## config.mk

```make
export PLATFORM = sky130hd
export DESIGN_NAME = srt4_quotient_converter
export DESIGN_NICKNAME = d
export VERILOG_FILES = /design/src/rtl/srt4_quotient_converter.sv
export SDC_FILE = /design/constraint.sdc
export NUM_CORES = 1
export LEC_CHECK = 0
export ABC_CLOCK_PERIOD_IN_PS = 2250
export BUFFER_PORTS_ARGS = -buffer_cell sky130_fd_sc_hd__buf_2
export CAP_MARGIN = 20
export CELL_PAD_IN_SITES_DETAIL_PLACEMENT = 0
export CELL_PAD_IN_SITES_GLOBAL_PLACEMENT = 1
export CORE_UTILIZATION = 48
export CTS_CLUSTER_SIZE = 14
export DETAILED_ROUTE_END_ITERATION = 8
export GPL_TIMING_DRIVEN = 0
export PLACE_DENSITY_LB_ADDON = 0.1
export SETUP_SLACK_MARGIN = 0.05
export SYNTH_ARGS = -nofsm -noshare
export SYNTH_HDL_FRONTEND = slang
export SYNTH_SLANG_ARGS = --single-unit
```

## constraint.sdc

```tcl
create_clock -name clk -period 2.25 [get_ports clk]
set_input_delay 0.1125 -clock clk [delete_from_list [all_inputs] [get_ports clk]]
set_output_delay 0.1125 -clock clk [all_outputs]
set_load 0.005 [all_outputs]
```

## src/rtl/srt4_quotient_converter.sv

```systemverilog
// On-the-fly radix-4 quotient converter for an SRT divider.
// Keeps the Q / QM pair so that no carry-propagate add is needed.
module srt4_quotient_converter #(
    parameter int NDIG = 8,
    parameter int QW   = 2 * NDIG
) (
    input  logic          clk,
    input  logic          rst,
    input  logic          start,
    input  logic          digit_valid,
    input  logic [2:0]    digit,
    output logic          digit_ready,
    input  logic          rem_valid,
    input  logic          rem_neg,
    output logic          busy,
    output logic          done,
    output logic [QW-1:0] quotient,
    output logic          err
);

    localparam int CW = $clog2(NDIG + 1);

    typedef enum logic [1:0] {
        S_IDLE,
        S_CONV,
        S_WREM,
        S_DONE
    } state_t;

    state_t r_state;
    state_t w_next;

    logic [QW-1:0] r_q;
    logic [QW-1:0] r_qm;
    logic [QW-1:0] r_quot;
    logic [CW-1:0] r_cnt;
    logic          r_err;

    logic          w_ill;
    logic [2:0]    w_d;
    logic [1:0]    w_dm1;
    logic          w_acc;
    logic          w_last;
    logic          w_pos;
    logic [QW-1:0] w_q_nxt;
    logic [QW-1:0] w_qm_nxt;

    assign w_ill = (digit == 3'b011) || (digit == 3'b100) ||
                   (digit == 3'b101);
    assign w_d   = w_ill ? 3'b000 : digit;
    // Low two bits of 4+d and 3+d equal d and d-1 taken mod 4.
    assign w_dm1 = w_d[1:0] - 2'd1;
    assign w_pos = !w_d[2] && (w_d != 3'b000);

    assign w_acc  = (r_state == S_CONV) && digit_valid;
    assign w_last = w_acc && (r_cnt == CW'(NDIG - 1));

    assign w_q_nxt  = w_d[2] ? {r_qm[QW-3:0], w_d[1:0]}
                             : {r_q[QW-3:0], w_d[1:0]};
    assign w_qm_nxt = w_pos ? {r_q[QW-3:0], w_dm1}
                            : {r_qm[QW-3:0], w_dm1};

    always_comb begin
        w_next = r_state;
        unique case (r_state)
            S_IDLE: if (start) w_next = S_CONV;
            S_CONV: if (w_last) w_next = S_WREM;
            S_WREM: if (rem_valid) w_next = S_DONE;
            S_DONE: w_next = S_IDLE;
            default: w_next = S_IDLE;
        endcase
    end

    always_ff @(posedge clk or posedge rst) begin
        if (rst) begin
            r_state <= S_IDLE;
        end else begin
            r_state <= w_next;
        end
    end

    always_ff @(posedge clk or posedge rst) begin
        if (rst) begin
            r_q    <= '0;
            r_qm   <= '0;
            r_quot <= '0;
            r_cnt  <= '0;
            r_err  <= 1'b0;
        end else begin
            if (r_state == S_IDLE && start) begin
                r_q   <= '0;
                r_qm  <= '1;
                r_cnt <= '0;
                r_err <= 1'b0;
            end
            if (w_acc) begin
                r_q   <= w_q_nxt;
                r_qm  <= w_qm_nxt;
                r_cnt <= r_cnt + CW'(1);
                if (w_ill) r_err <= 1'b1;
            end
            if (r_state == S_WREM && rem_valid) begin
                r_quot <= rem_neg ? r_qm : r_q;
            end
        end
    end

    assign digit_ready = (r_state == S_CONV);
    assign busy        = (r_state == S_CONV) || (r_state == S_WREM);
    assign done        = (r_state == S_DONE);
    assign quotient    = r_quot;
    assign err         = r_err;

endmodule

```

==> impl_table.tex, run 1 <==
\begin{tabular}{lr}
\hline
Metric & Value \\
\hline
\multicolumn{2}{l}{\textbf{Synth}} \\
\quad Most frequent cell after synthesis & sky130\_fd\_sc\_hd\_\_dfrtp\_1 \\
\quad Syn\_nets & 284 \\
\quad Warning count from the yosys run & 0 \\
\quad Leading cell types by total area after synthesis & sky130\_fd\_sc\_hd\_\_dfrtp\_1 (53\%), sky130\_fd\_sc\_hd\_\_mux2i\_1 (12\%), sky130\_fd\_sc\_hd\_\_nand2\_1 (7.3\%) \\
\quad Avg Synthesized Cell Area & 9.73 sq um \\
\quad Number of cells produced by synthesis & 269 \\
\quad Fraction of registers with async set or reset after synthesis & 100\% \\
\quad Share of the yosys chip area belonging to registers & 52.6\% \\
\quad Area share of the largest cell type after synthesis & 52.6\% \\
\quad Synthesis-stage register bit count & 55 \\
\quad Most area-hungry cell type in the Yosys netlist & sky130\_fd\_sc\_hd\_\_dfrtp\_1 \\
\quad Number of enable-type register cells in the synthesized netlist & 0 \\
\quad Mapped Area & 0.00262 sq mm \\
\quad Yosys cell types & 31 \\
\quad Dominant synthesized flop cell & sky130\_fd\_sc\_hd\_\_dfrtp\_1 \\
\quad List of most frequent post-synthesis cells & sky130\_fd\_sc\_hd\_\_dfrtp\_1 (55), sky130\_fd\_sc\_hd\_\_nand2\_1 (51), sky130\_fd\_sc\_hd\_\_nor2\_1 (33) \\
\multicolumn{2}{l}{\textbf{Setup path}} \\
\quad Critical Path Source Type & register \\
\quad Buffers plus inverters on the worst setup path & 2 \\
\quad Critical Path Slowest Stage Cell & sky130\_fd\_sc\_hd\_\_a22oi\_2 \\
\quad Top delay family on crit path & compound AO/OA/AOI/OAI gates \\
\quad Arr. time, crit path & 2.05 ns \\
\quad CP endpoint kind & register \\
\quad R2R setup slack & 0.43 ns \\
\quad Delay of the slowest cell on the worst path & 0.50 ns \\
\quad Worst-path cell chain & inv\_1 > ha\_1 > a22oi\_2 > buf\_2 > nand2\_1 > o21ai\_0 \\
\quad Largest fanout on the critical path & 10 \\
\quad Critical path class & reg2reg \\
\quad Required time of the worst setup path & 2.48 ns \\
\multicolumn{2}{l}{\textbf{GRT}} \\
\quad Overall fraction of global-route tracks in use & 21.8\% \\
\quad Leftover overflow at the end of global routing & 0 \\
\quad Global-route wire length before repair & 9090 um \\
\quad Number of antenna violations at the first check in global routing & 0 \\
\quad Vias in the first global route & 1810 \\
\quad Largest net degree at the start of global routing & 42 \\
\multicolumn{2}{l}{\textbf{Detailed routing}} \\
\quad Drt drc & 0 \\
\quad Average wire per cell in the routed design & 15.0 um \\
\quad Detailed Routing Iterations Pass 1 & 6 \\
\quad Residual antenna-violating net count after detailed routing & 0 \\
\quad Post-detailed-route via-to-cell ratio & 5.34 \\
\quad Final WL & 5600 um \\
\quad Count of routing violations after the opening detailed-route iteration & 158 \\
\quad Vias after detailed routing & 1996 \\
\multicolumn{2}{l}{\textbf{Floorplanning}} \\
\quad Vertical die dimension & 75.8 um \\
\quad Width of the die & 75.8 um \\
\quad Effective utilization at floorplan & 50.6\% \\
\quad Placeable core region & 0.00517 sq mm \\
\quad Die footprint & 0.00575 sq mm \\
\quad Number of rows in the core area & 26 \\
\quad Count of pins on the block boundary & 29 \\
\multicolumn{2}{l}{\textbf{Run}} \\
\quad Max-cap check violation count & 0 \\
\multicolumn{2}{l}{\textbf{Power and ir drop}} \\
\quad Leakage power of the design & 1.42 nW \\
\quad Pwr per Cell Area & 1260 mW/mm\^{}2 \\
\quad Worst-case vdd ir drop & 0.621 mV \\
\multicolumn{2}{l}{\textbf{STA}} \\
\quad Minimum clock period after layout & 1.82 ns \\
\quad Final hold violations & 0 \\
\quad Skew final & 0.0111 ns \\
\quad Maximum clock frequency & 549 MHz \\
\quad Tcrit/Tclk final & 80.9\% \\
\quad Pin slew with the least headroom to its limit & 0.559 ns \\
\quad Fin Setup TNS & 0 ns \\
\quad Final setup violating endpoints & 0 \\
\quad Setup repair after global routing missed its margin & no \\
\quad Final slew viol count & 0 \\
\quad Relative max-transition margin & 62.8\% \\
\multicolumn{2}{l}{\textbf{Clock network}} \\
\quad Register clock-pin slew on the reported worst setup and hold paths & 0.10 ns \\
\quad Number of buffers inserted by post-CTS setup repair & 0 \\
\quad Number of hold buffers added after cts & 1 \\
\quad Cell at the root of the clock tree & sky130\_fd\_sc\_hd\_\_clkbuf\_8 \\
\quad Clock tree from TritonCTS & yes \\
\quad Clock Sinks & 55 \\
\quad Post-CTS resize count & 0 \\
\quad TritonCTS buffer count & 5 \\
\quad Worst-skew pair later-pin latency & 0.32 ns \\
\quad Depth of the CTS H-tree & 2 \\
\quad Longest Clk Path Bufs & 2 \\
\multicolumn{2}{l}{\textbf{Placed design}} \\
\quad DP Cell Count & 365 \\
\quad Half-perimeter wire length of the detailed placement result & 3800 um \\
\quad Count of port buffers added during placement & 25 \\
\quad Final estimated routing congestion in global placement & 0.739 \\
\multicolumn{2}{l}{\textbf{Outcome}} \\
\quad Result of the run & finished clean \\
\multicolumn{2}{l}{\textbf{Final layout}} \\
\quad Fraction of layout cells with a size suffix above 1 & 17.1\% \\
\quad Layout filler cell count & 499 \\
\quad Non-filler instance count after layout & 374 \\
\quad Syn-to-layout area delta & 13.8\% \\
\quad Antenna diode instance count & 0 \\
\quad \# nets final & 318 \\
\multicolumn{2}{l}{\textbf{Worst hold path}} \\
\quad Min-delay worst type & in2reg \\
\hline
\end{tabular}
path summary, 6_finish.rpt:
| kind | from | to | depth (start not counted) |
|---|---|---|---|
| setup / recovery | r_state[1] | r_q[3] | 6 |
| hold / removal | digit[0] | r_q[0] | 3 |
| setup reg to reg | r_state[1] | r_q[3] | 6 |
| hold reg to reg | r_q[15] | r_q[15] | 2 |
| max in group asynchronous | rst | quotient[3] | 4 |
| min in group asynchronous | rst | quotient[14] | 3 |
power breakdown:
part | internal (mW) | switching [mW]
Combinational | 0.596 | 0.756
Sequential | 1.40 | 0.312
Clock | 0.361 | 0.325
routing by layer:
| metal | global-route usage [%] | routed length [um] | share of wire [%] |
|---|---|---|---|
| met1 | 30.2 | 2730 | 49 |
| met5 | 0 | 0 | 0 |
| met3 | 4.37 | 214 | 3.8 |
| met4 | 8.23 | 131 | 2.3 |
| met2 | 33.7 | 2530 | 45 |
sequential cells by signal (all words and copies together) (netlist names):
register	cells
quotient	16
r_q	16
r_qm	16
r_cnt	4
r_state	2
err	1
cell usage in the layout (no fill, tap or decap), drive strengths merged, types with 2 or more instances in the layout:
cell and n:
clkbuf 10, o21ai 20, a22o 3, and2 3, inv 5, buf 38
a31oi 14, a21oi 18, nand2 52, dfrtp 55, mux2i 31, nor2b 2
ha 6, nor2 33
metrics by stage:
step	area [sq um]	util [%]	power, mW	setup WS, ns	hold WS (ns)
2_1_floorplan	2620	-	2.61	0.721	0.286
3_5_place_dp	2850	55.1	3.10	0.403	0.105
4_1_cts	2980	57.6	3.78	0.387	0.0922
3_3_place_gp	2830	54.7	3.06	0.0640	0.424
5_1_grt	2980	57.6	4.06	0.244	0.144
6_report	2980	57.6	3.75	0.430	0.0858
layout make-up:
cell class	count	area (sq um)	area share, %
multi-input combinational	193	1140	38.3
clock buffer	6	82.6	2.77
clock inverter	2	35.0	1.18
sequential	55	1380	46.2
inverter	5	18.8	0.630
tap	70	87.6	2.94
buffer	16	81.3	2.73
timing repair buffer	27	155	5.21
logic make-up (layout without fill, tap and decap cells):
family	after synthesis	count (layout)	synth area share, %
muxes	32	32	12.3
and+or+nand+nor	93	93	14.3
adders and majority gates	6	6	2.87
buffers and inverters	21	56	3.82
DFF	55	55	52.6
xor gates and xnor gates	1	1	0.335
AOI/OAI and AO/OA	61	61	13.8
tightest hold or removal path: cells and delay by family:
family                 cells  cell delay (ns)
AOI/OAI and AO/OA          1             0.10
buffers and inverters      1             0.09
and+or+nand+nor            1             0.06
Note: power is estimated with default switching activity, not from simulation.
==> run 2, diff against run 1 <==
--- a/config.mk
+++ b/config.mk
@@ -5,12 +5,12 @@
 export SDC_FILE = /design/constraint.sdc
 export NUM_CORES = 1
 export LEC_CHECK = 0
-export ABC_CLOCK_PERIOD_IN_PS = 2250
+export ABC_CLOCK_PERIOD_IN_PS = 1480
 export BUFFER_PORTS_ARGS = -buffer_cell sky130_fd_sc_hd__buf_2
 export CAP_MARGIN = 20
 export CELL_PAD_IN_SITES_DETAIL_PLACEMENT = 0
 export CELL_PAD_IN_SITES_GLOBAL_PLACEMENT = 1
-export CORE_UTILIZATION = 48
+export CORE_UTILIZATION = 40
 export CTS_CLUSTER_SIZE = 14
 export DETAILED_ROUTE_END_ITERATION = 8
 export GPL_TIMING_DRIVEN = 0
==> constraint.sdc (replaced) <==
create_clock -name clk -period 1.48 [get_ports clk]
set_input_delay 0.074 -clock clk [delete_from_list [all_inputs] [get_ports clk]]
set_output_delay 0.074 -clock clk [all_outputs]
set_load 0.005 [all_outputs]
==> run 2 against run 1 <==
Net effect:
- the flow now finishes with violations (setup timing)
- global-route usage down 3.6 points
- clock-buffer cell count fell by 1
- largest power group unchanged
- critical endpoint is now r_state[1]
- sequential share of layout area fell by 2.3 points
==> impl_table.tex, run 2 (synthesis results as in run 1) <==
\begin{tabular}{lr}
\hline
Metric & Value \\
\hline
\multicolumn{2}{l}{\textbf{Run}} \\
\quad Max-cap check violation count & 0 \\
\multicolumn{2}{l}{\textbf{Final layout}} \\
\quad Non-filler instance count after layout & 387 \\
\quad Most common cell after layout, fill and taps aside & sky130\_fd\_sc\_hd\_\_dfrtp\_1 \\
\quad Fraction of layout cells with a size suffix above 1 & 23.5\% \\
\quad Antenna diode instance count & 0 \\
\quad Syn-to-layout area delta & 19.9\% \\
\quad End-of-flow core utilization & 49.4\% \\
\quad Commonest non-fill, non-tap cells in the layout & sky130\_fd\_sc\_hd\_\_dfrtp\_1 (53), sky130\_fd\_sc\_hd\_\_nand2\_1 (50), sky130\_fd\_sc\_hd\_\_nor2\_1 (33), sky130\_fd\_sc\_hd\_\_mux2i\_1 (31), sky130\_fd\_sc\_hd\_\_buf\_2 (28) \\
\quad \# nets final & 324 \\
\quad Post-layout instance area & 0.00314 sq mm \\
\multicolumn{2}{l}{\textbf{STA}} \\
\quad Final Worst Setup Slack & -0.121 ns \\
\quad Relative max-transition margin & 61.5\% \\
\quad Final hold violations & 0 \\
\quad Minimum clock period after layout & 1.60 ns \\
\quad Worst Hold Margin & 0.0717 ns \\
\quad Final slew viol count & 0 \\
\quad Skew final & 0.00540 ns \\
\quad Tcrit/Tclk final & 108\% \\
\quad Pin slew with the least headroom to its limit & 0.576 ns \\
\quad Final setup violating endpoints & 1 \\
\quad Maximum clock frequency & 625 MHz \\
\quad Setup repair after global routing missed its margin & yes \\
\multicolumn{2}{l}{\textbf{Floorplanning}} \\
\quad Number of rows in the core area & 29 \\
\quad Die footprint & 0.00687 sq mm \\
\quad Width of the die & 82.9 um \\
\quad Count of pins on the block boundary & 29 \\
\quad Placeable core region & 0.00635 sq mm \\
\quad Vertical die dimension & 82.9 um \\
\quad Effective utilization at floorplan & 41.2\% \\
\multicolumn{2}{l}{\textbf{Setup path}} \\
\quad Depth of the worst register-to-register path & 4 \\
\quad Delay of the slowest cell on the worst path & 0.47 ns \\
\quad Largest fanout on the critical path & 3 \\
\quad Critical Path Source Type & register \\
\quad Critical Path Slowest Stage Cell & sky130\_fd\_sc\_hd\_\_a222oi\_1 \\
\quad R2r endpoint & r\_state[1] \\
\quad Worst-path cell chain & inv\_2 > ha\_4 > a222oi\_1 > mux2\_1 \\
\quad CP endpoint kind & register \\
\quad R2R setup slack & -0.12 ns \\
\quad Critical path class & reg2reg \\
\quad R2R Path Start & r\_state[0] \\
\quad Arr. time, crit path & 1.80 ns \\
\quad Required time of the worst setup path & 1.68 ns \\
\multicolumn{2}{l}{\textbf{Placed design}} \\
\quad Post-Place Cell Area & 0.00288 sq mm \\
\quad Half-perimeter wire length of the detailed placement result & 3990 um \\
\quad DP Cell Count & 372 \\
\quad Count of port buffers added during placement & 25 \\
\quad Final estimated routing congestion in global placement & 0.733 \\
\multicolumn{2}{l}{\textbf{Detailed routing}} \\
\quad Average wire per cell in the routed design & 15.4 um \\
\quad Residual antenna-violating net count after detailed routing & 0 \\
\quad Vias after detailed routing & 1993 \\
\quad Post-detailed-route via-to-cell ratio & 5.15 \\
\quad Count of routing violations after the opening detailed-route iteration & 97 \\
\quad Final WL & 5970 um \\
\quad Detailed Routing Iterations Pass 1 & 4 \\
\quad Drt drc & 0 \\
\multicolumn{2}{l}{\textbf{Clock network}} \\
\quad Depth of the CTS H-tree & 2 \\
\quad Clock Sinks & 55 \\
\quad TritonCTS buffer count & 5 \\
\quad Longest Clk Path Bufs & 2 \\
\quad Clock tree from TritonCTS & yes \\
\quad Register clock-pin slew on the reported worst setup and hold paths & 0.10 ns \\
\quad Cell at the root of the clock tree & sky130\_fd\_sc\_hd\_\_clkbuf\_8 \\
\quad Worst-skew pair later-pin latency & 0.31 ns \\
\multicolumn{2}{l}{\textbf{GRT}} \\
\quad Largest net degree at the start of global routing & 31 \\
\quad Vias in the first global route & 1964 \\
\quad Number of antenna violations at the first check in global routing & 0 \\
\quad Overall fraction of global-route tracks in use & 18.1\% \\
\quad Leftover overflow at the end of global routing & 0 \\
\quad Global-route wire length before repair & 9960 um \\
\multicolumn{2}{l}{\textbf{Worst hold path}} \\
\quad Number of instances on the worst hold path & 3 \\
\quad Hold path startpoint & digit[0] \\
\quad End of the worst hold path & r\_q[0] \\
\quad Min-delay worst type & in2reg \\
\multicolumn{2}{l}{\textbf{Power and ir drop}} \\
\quad Pwr per Cell Area & 1870 mW/mm\^{}2 \\
\quad Worst-case vdd ir drop & 1.03 mV \\
\quad Leakage power of the design & 1.47 nW \\
\multicolumn{2}{l}{\textbf{Outcome}} \\
\quad Violations in the final reports & setup timing \\
\quad Result of the run & finished, violations left \\
\hline
\end{tabular}
-- run 2: cell count changes in the layout (fill, tap and decap cells not counted), moves of 3 or more --
cell                       previous run  this run
sky130_fd_sc_hd__o21ai_1              1         4
sky130_fd_sc_hd__ha_1                 6         1
sky130_fd_sc_hd__buf_2               36        28
sky130_fd_sc_hd__ha_4                 0         3
sky130_fd_sc_hd__buf_6                0         6
sky130_fd_sc_hd__clkbuf_1             3         0
sky130_fd_sc_hd__buf_4                1        10
sky130_fd_sc_hd__o21ai_0             19        16
-- run 2: cell type report --
type                       instances  area, sq um
fill                             620         3210
sequential                        55         1380
multi-input combinational        193         1210
timing repair buffer              34          208
buffer                            15          141
tap                               77         96.3
clock buffer                       5         68.8
inverter                           5         21.3
clock inverter                     3         15.0
-- run 2: report_power, final --
group	total [mW]	switching [mW]	internal [mW]
clock	0.830	0.504	0.326
combinational	2.42	1.25	1.18
sequential	2.63	0.496	2.13
-- run 2: metal layers --
metal,share of wire [%],vias up,track usage [%],wire length (um)
met5,0,-,0,0
met3,2.1,5,3.48,128
met4,1.0,0,4.70,61
met1,52,962,26.4,3110
li1,-,995,-,-
met2,45,31,27.8,2670
-- run 2: worst max-delay path: cells and delay by family, from the launching register on --
family	cells	cell delay [ns]
buf+inv	1	0.08
flops	1	0.42
compound gates	1	0.47
mux	1	0.36
fa+ha+maj	1	0.16
-- run 2: through the flow --
stage,setup WS (ns),power (mW),TNS (ns)
global placement,-0.791,4.69,-51.32
floorplan,0.0289,3.98,0
finish,-0.121,5.88,-0.121
detailed placement,-0.278,4.74,-8.36
CTS,-0.101,5.71,-0.961
global route,-0.224,6.38,-0.299
-- run 2: worst max path at each step --
stage,to,from,cells past startpoint
2_1_floorplan,r_state[1],r_state[0],4
3_3_place_gp,quotient[0],rst,2
3_5_place_dp,quotient[0],r_state[0],6
4_1_cts,r_state[1],r_state[0],4
5_1_grt,r_state[1],r_cnt[0],4
6_report,r_state[1],r_state[0],4
-- run 2: timing repair --
action	CTS	global route
pin swaps	2	1
hold buffers	1	0
resized for setup	15	21
buffers inserted	2	5
endpoints found under the hold margin	25	0
setup endpoints to repair	46	52
==> run 3, diff against run 2 <==
--- a/config.mk
+++ b/config.mk
@@ -15,6 +15,7 @@
 export DETAILED_ROUTE_END_ITERATION = 8
 export GPL_TIMING_DRIVEN = 0
 export PLACE_DENSITY_LB_ADDON = 0.1
+export REMOVE_ABC_BUFFERS = 1
 export SETUP_SLACK_MARGIN = 0.05
 export SYNTH_ARGS = -nofsm -noshare
 export SYNTH_HDL_FRONTEND = slang
==> run 3 against run 2 <==
Net effect:
- the run still ends with setup timing left
- sequential share of layout area fell by 0.16 points
- clock power fell by 3.5%
- via count fell by 2.8%
- critical path type unchanged
- highest routed layer unchanged
- non-clock buffer count fell by 5
==> impl_table.tex, run 3 (synthesis results as in run 1) <==
\begin{tabular}{lr}
\hline
Metric & Value \\
\hline
\multicolumn{2}{l}{\textbf{Setup path}} \\
\quad R2r endpoint & r\_state[1] \\
\quad Cell count along the critical path & 5 \\
\quad Largest fanout on the critical path & 3 \\
\quad Capture point of the critical path & r\_state[1] \\
\quad Buffers plus inverters on the worst setup path & 2 \\
\quad Critical Path Source Type & register \\
\quad Arr. time, crit path & 1.80 ns \\
\quad Required time of the worst setup path & 1.68 ns \\
\quad Top delay family on crit path & flip-flops \\
\quad Delay of the slowest cell on the worst path & 0.42 ns \\
\quad R2R setup slack & -0.12 ns \\
\quad Crit. Startpoint & r\_state[1] \\
\quad CP endpoint kind & register \\
\quad Depth of the worst register-to-register path & 5 \\
\quad Worst-path cell chain & buf\_6 > ha\_4 > a222oi\_1 > buf\_4 > mux2\_4 \\
\quad Critical Path Slowest Stage Cell & sky130\_fd\_sc\_hd\_\_dfrtp\_1 \\
\quad Critical path class & reg2reg \\
\quad R2R Path Start & r\_state[1] \\
\multicolumn{2}{l}{\textbf{STA}} \\
\quad Final slew viol count & 0 \\
\quad Setup repair after global routing missed its margin & yes \\
\quad Skew final & 0.00952 ns \\
\quad Minimum clock period after layout & 1.60 ns \\
\quad Tcrit/Tclk final & 108\% \\
\quad Final hold violations & 0 \\
\quad Final Worst Setup Slack & -0.118 ns \\
\quad Final setup violating endpoints & 2 \\
\quad Relative max-transition margin & 65.1\% \\
\quad Maximum clock frequency & 626 MHz \\
\quad Pin slew with the least headroom to its limit & 0.524 ns \\
\multicolumn{2}{l}{\textbf{Clock network}} \\
\quad Register clock-pin slew on the reported worst setup and hold paths & 0.10 ns \\
\quad Clock Sinks & 55 \\
\quad TritonCTS buffer count & 5 \\
\quad Cell at the root of the clock tree & sky130\_fd\_sc\_hd\_\_clkbuf\_8 \\
\quad Clock tree from TritonCTS & yes \\
\quad Worst-skew pair later-pin latency & 0.30 ns \\
\quad Longest Clk Path Bufs & 2 \\
\quad Depth of the CTS H-tree & 2 \\
\multicolumn{2}{l}{\textbf{Final layout}} \\
\quad Commonest non-fill, non-tap cells in the layout & sky130\_fd\_sc\_hd\_\_dfrtp\_1 (54), sky130\_fd\_sc\_hd\_\_nand2\_1 (50), sky130\_fd\_sc\_hd\_\_mux2i\_1 (31), sky130\_fd\_sc\_hd\_\_nor2\_1 (28), sky130\_fd\_sc\_hd\_\_buf\_2 (28) \\
\quad End-of-flow core utilization & 49.6\% \\
\quad Syn-to-layout area delta & 20.3\% \\
\quad Antenna diode instance count & 0 \\
\quad Post-layout instance area & 0.00315 sq mm \\
\quad Most common cell after layout, fill and taps aside & sky130\_fd\_sc\_hd\_\_dfrtp\_1 \\
\quad \# nets final & 319 \\
\quad Fraction of layout cells with a size suffix above 1 & 23.9\% \\
\multicolumn{2}{l}{\textbf{Detailed routing}} \\
\quad Residual antenna-violating net count after detailed routing & 0 \\
\quad Final WL & 5540 um \\
\quad Detailed Routing Iterations Pass 1 & 4 \\
\quad Post-detailed-route via-to-cell ratio & 5.07 \\
\quad Vias after detailed routing & 1938 \\
\quad Drt drc & 0 \\
\quad Count of routing violations after the opening detailed-route iteration & 78 \\
\quad Average wire per cell in the routed design & 14.5 um \\
\multicolumn{2}{l}{\textbf{Placed design}} \\
\quad Post-Place Cell Area & 0.00279 sq mm \\
\quad Count of port buffers added during placement & 28 \\
\quad Half-perimeter wire length of the detailed placement result & 3340 um \\
\quad Final estimated routing congestion in global placement & 0.702 \\
\multicolumn{2}{l}{\textbf{Outcome}} \\
\quad Result of the run & finished, violations left \\
\quad Violations in the final reports & setup timing \\
\multicolumn{2}{l}{\textbf{GRT}} \\
\quad Overall fraction of global-route tracks in use & 17.5\% \\
\quad Leftover overflow at the end of global routing & 0 \\
\quad Global-route wire length before repair & 9560 um \\
\quad Vias in the first global route & 1861 \\
\quad Largest net degree at the start of global routing & 35 \\
\quad Number of antenna violations at the first check in global routing & 0 \\
\multicolumn{2}{l}{\textbf{Power and ir drop}} \\
\quad Pwr per Cell Area & 1900 mW/mm\^{}2 \\
\quad Net switching power of the design & 2.22 mW \\
\quad Combinational group share of total power & 42.7\% \\
\quad Worst-case vdd ir drop & 1.17 mV \\
\quad Switching power as a share of total power & 37.0\% \\
\quad Part of the power in registers & 43.9\% \\
\quad Clock power frac & 13.4\% \\
\quad Internal power of the cells & 3.78 mW \\
\quad Leakage power of the design & 1.46 nW \\
\multicolumn{2}{l}{\textbf{Worst hold path}} \\
\quad Min-delay worst type & in2reg \\
\multicolumn{2}{l}{\textbf{Floorplanning}} \\
\quad Width of the die & 82.9 um \\
\quad Effective utilization at floorplan & 41.2\% \\
\quad Number of rows in the core area & 29 \\
\quad Die footprint & 0.00687 sq mm \\
\quad Count of pins on the block boundary & 29 \\
\quad Placeable core region & 0.00635 sq mm \\
\quad Vertical die dimension & 82.9 um \\
\multicolumn{2}{l}{\textbf{Run}} \\
\quad Max-cap check violation count & 0 \\
\hline
\end{tabular}
[run 3: changes by cell type in the layout (fill, tap and decap cells not counted), moves of 2 or more]
cell / delta
sky130_fd_sc_hd__buf_6: -5
sky130_fd_sc_hd__clkbuf_1: +2
sky130_fd_sc_hd__o21ai_1: -3
sky130_fd_sc_hd__o21ai_0: +3
sky130_fd_sc_hd__clkinv_2: -2
sky130_fd_sc_hd__buf_12: +4
sky130_fd_sc_hd__nor2_2: +4
sky130_fd_sc_hd__nor2_1: -5
[run 3: worst min-delay path by stage]
stage | cells past startpoint | endpoint | startpoint | slack, ns
finish | 3 | r_q[0] | digit[0] | 0.09
global route | 3 | r_q[0] | digit[0] | 0.13
CTS | 3 | r_q[0] | digit[0] | 0.08
detailed placement | 2 | quotient[10] | rst | 0.14
global placement | 3 | r_q[0] | digit[0] | 0.39
floorplan | 2 | r_q[1] | digit[1] | 0.24
[run 3: final cells by class]
| type | instances | area (sq um) |
|---|---|---|
| sequential | 55 | 1380 |
| timing repair buffer | 44 | 329 |
| clock buffer | 7 | 76.3 |
| inverter | 5 | 21.3 |
| multi-input combinational | 193 | 1240 |
| fill | 622 | 3200 |
| clock inverter | 1 | 5.00 |
| tap | 77 | 96.3 |
[run 3: layer usage]
layer,up-vias,part of all wire [%],track usage [%]
met4,0,1.4,5.02
met5,-,0,0
met1,908,52,25.5
met3,8,2.8,3.48
met2,32,44,26.4
li1,990,-,-
[run 3: stage by stage]
stage / setup WS [ns] / setup TNS (ns) / hold WS, ns / total power, mW / cells
6_report: -0.118 / -0.140 / 0.0927 / 5.99 / 382
5_1_grt: -0.132 / -0.191 / 0.135 / 6.52 / 382
4_1_cts: -0.0987 / -0.555 / 0.0824 / 5.83 / 377
3_5_place_dp: -0.528 / -22.08 / 0.136 / 4.60 / 359
3_3_place_gp: -0.769 / -63.52 / 0.390 / 4.56 / 358
2_1_floorplan: -0.166 / -0.977 / 0.244 / 3.87 / 253
[run 3: what timing repair did]
item | in CTS | in global routing
hold buffers | 1 | 0
gates resized for setup | 17 | 13
setup buffers | 9 | 5
endpoints found under the hold margin | 21 | 0
pin swaps | 4 | 2
gates cloned | 0 | 0
setup endpoints to repair | 55 | 55
[run 3: power groups by stage]
stage               sequential (mW)  combinational (mW)  clock (mW)
floorplan                      2.57                1.30           0
global placement               2.62                1.93           0
detailed placement             2.64                1.96           0
CTS                            2.60                2.39       0.836
global route                   2.74                2.89       0.885
finish                         2.63                2.56       0.801
[run 3: worst min-delay path, delay by kind of cell]
| family | cells | cell delay [ns] |
|---|---|---|
| buffers and inverters | 1 | 0.10 |
| AO/OA/AOI/OAI | 1 | 0.11 |
| AND/OR/NAND/NOR | 1 | 0.07 |
